[config.mk]
export PLATFORM = sky130hd
export DESIGN_NAME = sha256_padder
export DESIGN_NICKNAME = d
export VERILOG_FILES = /design/src/rtl/sha256_padder.sv
export SDC_FILE = /design/constraint.sdc
export NUM_CORES = 1
export LEC_CHECK = 0
export CAP_MARGIN = 30
export CORE_UTILIZATION = 55
export CTS_CLUSTER_DIAMETER = 80
export DETAILED_ROUTE_END_ITERATION = 12
export HOLD_SLACK_MARGIN = 0.1
export PLACE_DENSITY = 0.8
export SLEW_MARGIN = 15
export SYNTH_ARGS = -nofsm -noshare
export SYNTH_HDL_FRONTEND = slang
export SYNTH_SLANG_ARGS = --single-unit
[constraint.sdc]
create_clock -name clk -period 8 [get_ports clk]
set_input_delay 2 -clock clk [delete_from_list [all_inputs] [get_ports clk]]
set_output_delay 2 -clock clk [all_outputs]
set_load 0.02 [all_outputs]
[src/rtl/sha256_padder.sv]
// SHA-256 message padder: turns a 32-bit big-endian word stream into padded
// 512-bit chunks emitted one word per beat. It appends the 0x80 marker, the
// zero fill and the 64-bit big-endian bit length.
module sha256_padder (
    input  logic        clk,
    input  logic        rst,
    input  logic [31:0] in_word,
    input  logic [2:0]  in_bytes,
    input  logic        in_last,
    input  logic        in_valid,
    output logic        in_ready,
    output logic [31:0] out_word,
    output logic [3:0]  out_idx,
    output logic        out_first,
    output logic        out_last,
    output logic        out_valid,
    input  logic        out_ready
);

    // DATA forwards message words; PAD emits the marker/zero fill; LEN_HI and
    // LEN_LO emit the two halves of the bit length at indices 14 and 15.
    typedef enum logic [1:0] {DATA, PAD, LEN_HI, LEN_LO} state_t;

    state_t      state_q, state_d;
    logic [63:0] bits_q, bits_d;        // message bit count so far
    logic [3:0]  idx_q, idx_d;          // index the next emitted word will carry
    logic        first_q, first_d;      // next emitted word belongs to chunk 1
    logic        mark_q, mark_d;        // 0x80 marker still owed (final beat was full)

    logic [31:0] out_word_q, out_word_d;
    logic [3:0]  out_idx_q, out_idx_d;
    logic        out_first_q, out_first_d;
    logic        out_last_q, out_last_d;
    logic        out_valid_q, out_valid_d;

    logic        adv;                   // output register may take a new word
    logic [2:0]  last_n;                // final-beat byte count, clamped to 4
    logic        emit;
    logic [31:0] emit_word;
    logic        emit_last;

    assign adv       = !out_valid_q || out_ready;
    assign last_n    = (in_bytes > 3'd4) ? 3'd4 : in_bytes;
    assign in_ready  = !rst && (state_q == DATA) && adv;
    assign out_valid = out_valid_q && !rst;
    assign out_word  = out_word_q;
    assign out_idx   = out_idx_q;
    assign out_first = out_first_q;
    assign out_last  = out_last_q;

    // Next-state, padding sequence and output-register load.
    always_comb begin
        // NOTE: every signal gets a default first so no path can infer a latch.
        state_d     = state_q;
        bits_d      = bits_q;
        idx_d       = idx_q;
        first_d     = first_q;
        mark_d      = mark_q;
        out_word_d  = out_word_q;
        out_idx_d   = out_idx_q;
        out_first_d = out_first_q;
        out_last_d  = out_last_q;
        out_valid_d = out_valid_q && !out_ready;
        emit        = 1'b0;
        emit_word   = 32'h0;
        emit_last   = 1'b0;

        if (adv) begin
            unique case (state_q)
                DATA: begin
                    if (in_valid) begin
                        emit = 1'b1;
                        if (!in_last) begin
                            emit_word = in_word;
                            bits_d    = bits_q + 64'd32;
                        end else begin
                            bits_d = bits_q + 64'({last_n, 3'b000});
                            unique case (last_n)
                                3'd0:    emit_word = 32'h8000_0000;
                                3'd1:    emit_word = {in_word[31:24], 24'h80_0000};
                                3'd2:    emit_word = {in_word[31:16], 16'h8000};
                                3'd3:    emit_word = {in_word[31:8], 8'h80};
                                default: emit_word = in_word;
                            endcase
                            if (last_n == 3'd4) begin
                                mark_d  = 1'b1;
                                state_d = PAD;
                            end else begin
                                state_d = (idx_q == 4'd13) ? LEN_HI : PAD;
                            end
                        end
                    end
                end
                PAD: begin
                    emit      = 1'b1;
                    emit_word = mark_q ? 32'h8000_0000 : 32'h0;
                    mark_d    = 1'b0;
                    state_d   = (idx_q == 4'd13) ? LEN_HI : PAD;
                end
                LEN_HI: begin
                    emit      = 1'b1;
                    emit_word = bits_q[63:32];
                    state_d   = LEN_LO;
                end
                default: begin // LEN_LO
                    emit      = 1'b1;
                    emit_word = bits_q[31:0];
                    emit_last = 1'b1;
                    bits_d    = 64'h0;
                    state_d   = DATA;
                end
            endcase
        end

        if (emit) begin
            out_valid_d = 1'b1;
            out_word_d  = emit_word;
            out_idx_d   = idx_q;
            out_first_d = first_q;
            out_last_d  = emit_last;
            idx_d       = idx_q + 4'd1;
            if (idx_q == 4'd15) begin
                first_d = 1'b0;
            end
            if (emit_last) begin
                first_d = 1'b1;
            end
        end
    end

    // State and output registers with synchronous reset.
    always_ff @(posedge clk) begin
        // NOTE: sequential state uses non-blocking assignments so every flop
        // samples the pre-edge values regardless of statement order.
        if (rst) begin
            state_q     <= DATA;
            bits_q      <= 64'h0;
            idx_q       <= 4'd0;
            first_q     <= 1'b1;
            mark_q      <= 1'b0;
            out_word_q  <= 32'h0;
            out_idx_q   <= 4'd0;
            out_first_q <= 1'b1;
            out_last_q  <= 1'b0;
            out_valid_q <= 1'b0;
        end else begin
            state_q     <= state_d;
            bits_q      <= bits_d;
            idx_q       <= idx_d;
            first_q     <= first_d;
            mark_q      <= mark_d;
            out_word_q  <= out_word_d;
            out_idx_q   <= out_idx_d;
            out_first_q <= out_first_d;
            out_last_q  <= out_last_d;
            out_valid_q <= out_valid_d;
        end
    end

endmodule

## Word level (Yosys, flattened, before mapping)

Index checks and enable logic that the tools add are counted.

- Equal/unequal tests: 11
- Muxes and demuxes: 27
- Reductions and logical operators: 18
- Add/sub/neg operators: 3
- Order comparisons: 1
- Bitwise logic cells: 1

Operator list:

| operator | count |
|---|---|
| 32-bit 2-to-1 mux | 4 |
| 64-bit 2-to-1 mux | 2 |
| 32-bit one-hot mux with 4 select lines | 1 |
| 64-bit one-hot mux with 2 select lines | 1 |
| 32-bit one-hot mux with 3 select lines | 1 |
| 64-bit by 6-bit adder with 64-bit output | 1 |
| 64-bit by 6-bit adder with 64-bit output (second input constant) | 1 |
| 1-bit 2-to-1 mux | 11 |
| 4-bit equality test (second input constant) | 2 |
| 2-bit 2-to-1 mux | 4 |
| 3-bit by 2-bit equality test with 1-bit output (second input constant) | 2 |
| 2-bit one-hot mux with 3 select lines | 1 |
| 3-bit AND reduction | 2 |
| 5-bit AND reduction | 1 |
| 4-bit by 1-bit adder with 4-bit output (second input constant) | 1 |
| 1-bit logical AND | 4 |
| 2-bit != test (second input constant) | 2 |
| 2-bit nonzero test | 2 |
| 3-bit by 1-bit equality test with 1-bit output (second input constant) | 1 |
| 3-bit equality test (second input constant) | 1 |
| 3-bit greater-than comparator (second input constant) | 1 |
| 1-bit logical NOT | 3 |
| 3-bit logical NOT | 1 |
| 3-bit 2-to-1 mux | 1 |
| other kinds (10) | 10 |

- Bits in registers: 111
- Output and inout bits: 40
- Word-level logic and storage cells: 71
- Bits of input ports: 40

## Longest topological paths before layout

- Word-level depth: 8
- Gate-level depth with buffers: 11

## Least setup slack after synthesis

Ideal clock, no wire load.

- Path kind: input port to output port
- From: in rst
- To: out out_valid
- Cell stages on the path: 2
- Buffers on the path: 1
- Slack: 3.489 ns
- Required time: 6.000 ns
- Arrival: 2.511 ns
- Cells stage by stage: clkbuf_1 -> nor2b_1

- Cells in the longest elaborated chain, start to end: 2

RTL lines:

| item | RTL line | RTL |
|---|---|---|
| start, declared | 6 | `input logic rst,` |
| 1-bit logical NOT | 45 | `assign out_valid = out_valid_q && !rst;` |
| 1-bit logical AND | 45 |  |
| end, declared | 16 | `output logic out_valid,` |

Every way passes these cells.

## Worst setup path in the final report

- From: in rst
- To: out in_ready

- Cells in the longest elaborated chain, start to end: 3

RTL lines:

| item | RTL line | RTL |
|---|---|---|
| 1-bit logical NOT | 44 | `assign in_ready = !rst && (state_q == DATA) && adv;` |
| 1-bit logical AND (2 in a row) | 44 |  |
| end, declared | 11 | `output logic in_ready,` |

Every way passes these cells.

==> flow_summary.json <==
{
  "cts-root-buf": "clkbuf_8",
  "fmax_mhz": 188,
  "cts.sinks": 108,
  "grt_overflow_total": 0,
  "cts_hold_buf": 0,
  "worst_hold_slack_ps": 457,
  "p_leak_nw": 2.12,
  "finalClockSkew_ps": 10.2,
  "required_ps": 6000,
  "grt_pass1_wl_mm": 25.0,
  "io_pins": 80,
  "nFillCells": 832,
  "critPathArrivalTime_ps": 3310,
  "ys_seq_area_share_pct": 38.5,
  "synth_ff_type": "dfxtp_1",
  "netlist.area_leader.share_pct": 38.5,
  "powerDensity_nw_per_um2": 168,
  "hpwl_mm": 10.6,
  "synthTopCellsByArea": "dfxtp_1 38%, a21oi_1 7.1%, or4_1 4.9%",
  "avgSynthCellArea_um2": 8.21,
  "postSynthCellCount": 684,
  "htree_levels": 3,
  "rsz0062_at_grt": "false",
  "ys_ff_latch": 108,
  "drv_cap": 0,
  "finalHoldViolCount": 0,
  "multi_input_area_um2": 3190,
  "r2r_slack_ps": 4420,
  "synth_top_area_cell": "dfxtp_1",
  "slowest_delay_ps": 600,
  "vias": 5558,
  "post-place-ws_ps": 2400,
  "core-area_um2": 9820,
  "outcome": "complete, no violations",
  "synth_nets": 735,
  "track_usage_pct": 30.5,
  "initial_core_util_pct": 57.2,
  "numCtsBuffers": 9,
  "worstPathMaxFanout": 37,
  "grt_pass1_vias": 5135,
  "hold_path_class": "reg2reg",
  "relSlewSlack_pct": 34.8,
  "worst_slew_pin_slew_ps": 979,
  "num_antenna_cells": 0,
  "ant_nets": 0,
  "worstSetupPathType": "in2out",
  "final_nets": 782,
  "dieArea_um2": 10600,
  "wl_per_cell_um": 18.1,
  "post_cts_resized": 0,
  "gp_congestion": 0.862,
  "final.setup.tns_ps": 0,
  "clk_latency_ps": 390,
  "cts_setup_buffers": 0,
  "endpoint_kind": "primary output",
  "critPathLaunchType": "input port",
  "synthArstFlopShare_pct": 0,
  "ir_drop_uv": 98.5,
  "initialDrtViolationCount": 309,
  "yosys_warnings": 0,
  "via_per_inst": 6.40,
  "die_w_um": 103,
  "crit_chain": "buf_2 > buf_12 > nor2b_1 > and2_1 > clkdlybuf4s50_1",
  "grt_antenna_before_repair": 0,
  "grt_max_degree": 51,
  "routed_wl_mm": 15.7,
  "drc": 0,
  "syn-cell-area_um2": 5620,
  "clock_path_buffers": 2,
  "cp_slowest_cell": "clkdlybuf4s50_1",
  "setup_violations": 0,
  "regArea_um2": 2160,
  "area_delta_synth_final_pct": 18.1,
  "rows": 36,
  "port_buffers": 79,
  "synth_cell_types": 55,
  "drtPass1Iterations": 7,
  "drive_gt1_share_pct": 5.30,
  "cts_tree": "yes",
  "fin_crit_ps": 5310,
  "clkTransAtPathRegs_ps": 90,
  "slew_violations": 0,
  "synth_edf_count": 0,
  "dieHeight_um": 103,
  "final_util_pct": 67.6,
  "setup_slack_ps": 2690,
  "post-route-period-util_pct": 66.4
}
[cells in the final DEF (no fill, tap or decap), drive strengths merged, types with 4 or more instances in the layout]
| cell type | count |
|---|---|
| nor2b | 7 |
| nor3 | 27 |
| xnor2 | 7 |
| a22oi | 6 |
| o21ai | 35 |
| nand4 | 22 |
| clkbuf | 9 |
| inv | 20 |
| clkdlybuf4s50 | 78 |
| xor2 | 7 |
| a221oi | 23 |
| nor2 | 40 |
| nand2 | 57 |
| ha | 10 |
| nand3b | 14 |
| or4 | 37 |
| a221o | 4 |
| or3 | 13 |
| o31ai | 35 |
| dfxtp | 108 |
| nand2b | 9 |
| buf | 7 |
| nor4 | 7 |
| nand3 | 29 |
| a21oi | 80 |
[cell type report]
cell class                      count  share of cell area, %
Clock inverter                      7                   1.02
Tap cell                          133                   2.51
Timing Repair Buffer               85                   12.8
Multi-Input combinational cell    507                   48.1
Clock buffer                        9                   1.87
Inverter                           20                   1.13
Sequential cell                   108                   32.6
[metrics by stage]
step                power (mW)  instance area, um2  cells
floorplan                0.701                5620    684
global route              1.15                6630    869
CTS                       1.11                6600    867
detailed placement       0.784                6410    851
global placement         0.782                6410    851
finish                    1.11                6630    869
[path summary, 6_finish.rpt]
| kind | from | to | depth (start not counted) |
|---|---|---|---|
| worst max-delay path | rst | in_ready | 5 |
| worst min-delay path | out_idx[3] | out_idx[3] | 2 |
| worst max register to register | state_q[0] | bits_q[40] | 7 |
| worst min register to register | out_idx[3] | out_idx[3] | 2 |
[logic make-up after synthesis]
family / after synthesis / synth area share [%]
DFF: 108 / 38.5
adders and majority gates: 11 / 2.58
buffers and inverters: 69 / 4.94
muxes: 1 / 0.178
AOI/OAI and AO/OA: 202 / 22.9
xor gates and xnor gates: 14 / 2.18
and+or+nand+nor: 279 / 28.8
[synth_stat cells, drive strengths merged, types with 2 or more instances]
cell,n
a211o,3
xor2,7
nand2b,9
nand2,57
or3,13
dfxtp,108
nor4,7
nor4b,2
nand3,29
nor2b,7
o21ai,35
and2,2
a221o,4
xnor2,7
o31ai,35
a2bb2oi,3
and4,3
nand3b,14
buf,14
nand4b,2
ha,10
o211ai,3
and3,3
nand4,22
inv,20
nor3,27
o21a,3
nor2,40
a221oi,23
o221ai,2
or4,37
or2,3
a21oi,80
clkbuf,35
a22oi,6
[power by group]
part | internal [mW] | leakage (nW) | switching (mW)
clock | 0.143 | 0.0910 | 0.194
sequential | 0.558 | 0.877 | 0.0150
combinational | 0.0845 | 1.15 | 0.119
[worst max-delay path, delay by kind of cell]
kind / cells / cell delay, ps
simple gates: 2 / 310
buf+inv: 3 / 1000
[registers in the layout (all words and copies together) (netlist names)]
register / flops
idx_q: 4
out_idx: 4
bits_q: 61
first_q: 1
out_first: 1
out_last: 1
mark_q: 1
out_word: 32
state_q: 2
out_valid_q: 1
[layer usage]
metal	global-route usage, %	share of wire, %	up-vias
li1	-	-	2674
met1	40.2	43	2613
met2	48.8	46	249
met3	7.25	8.9	22
met4	11.2	1.6	0
met5	0	0	-
Note: power is estimated with default switching activity, not from simulation.
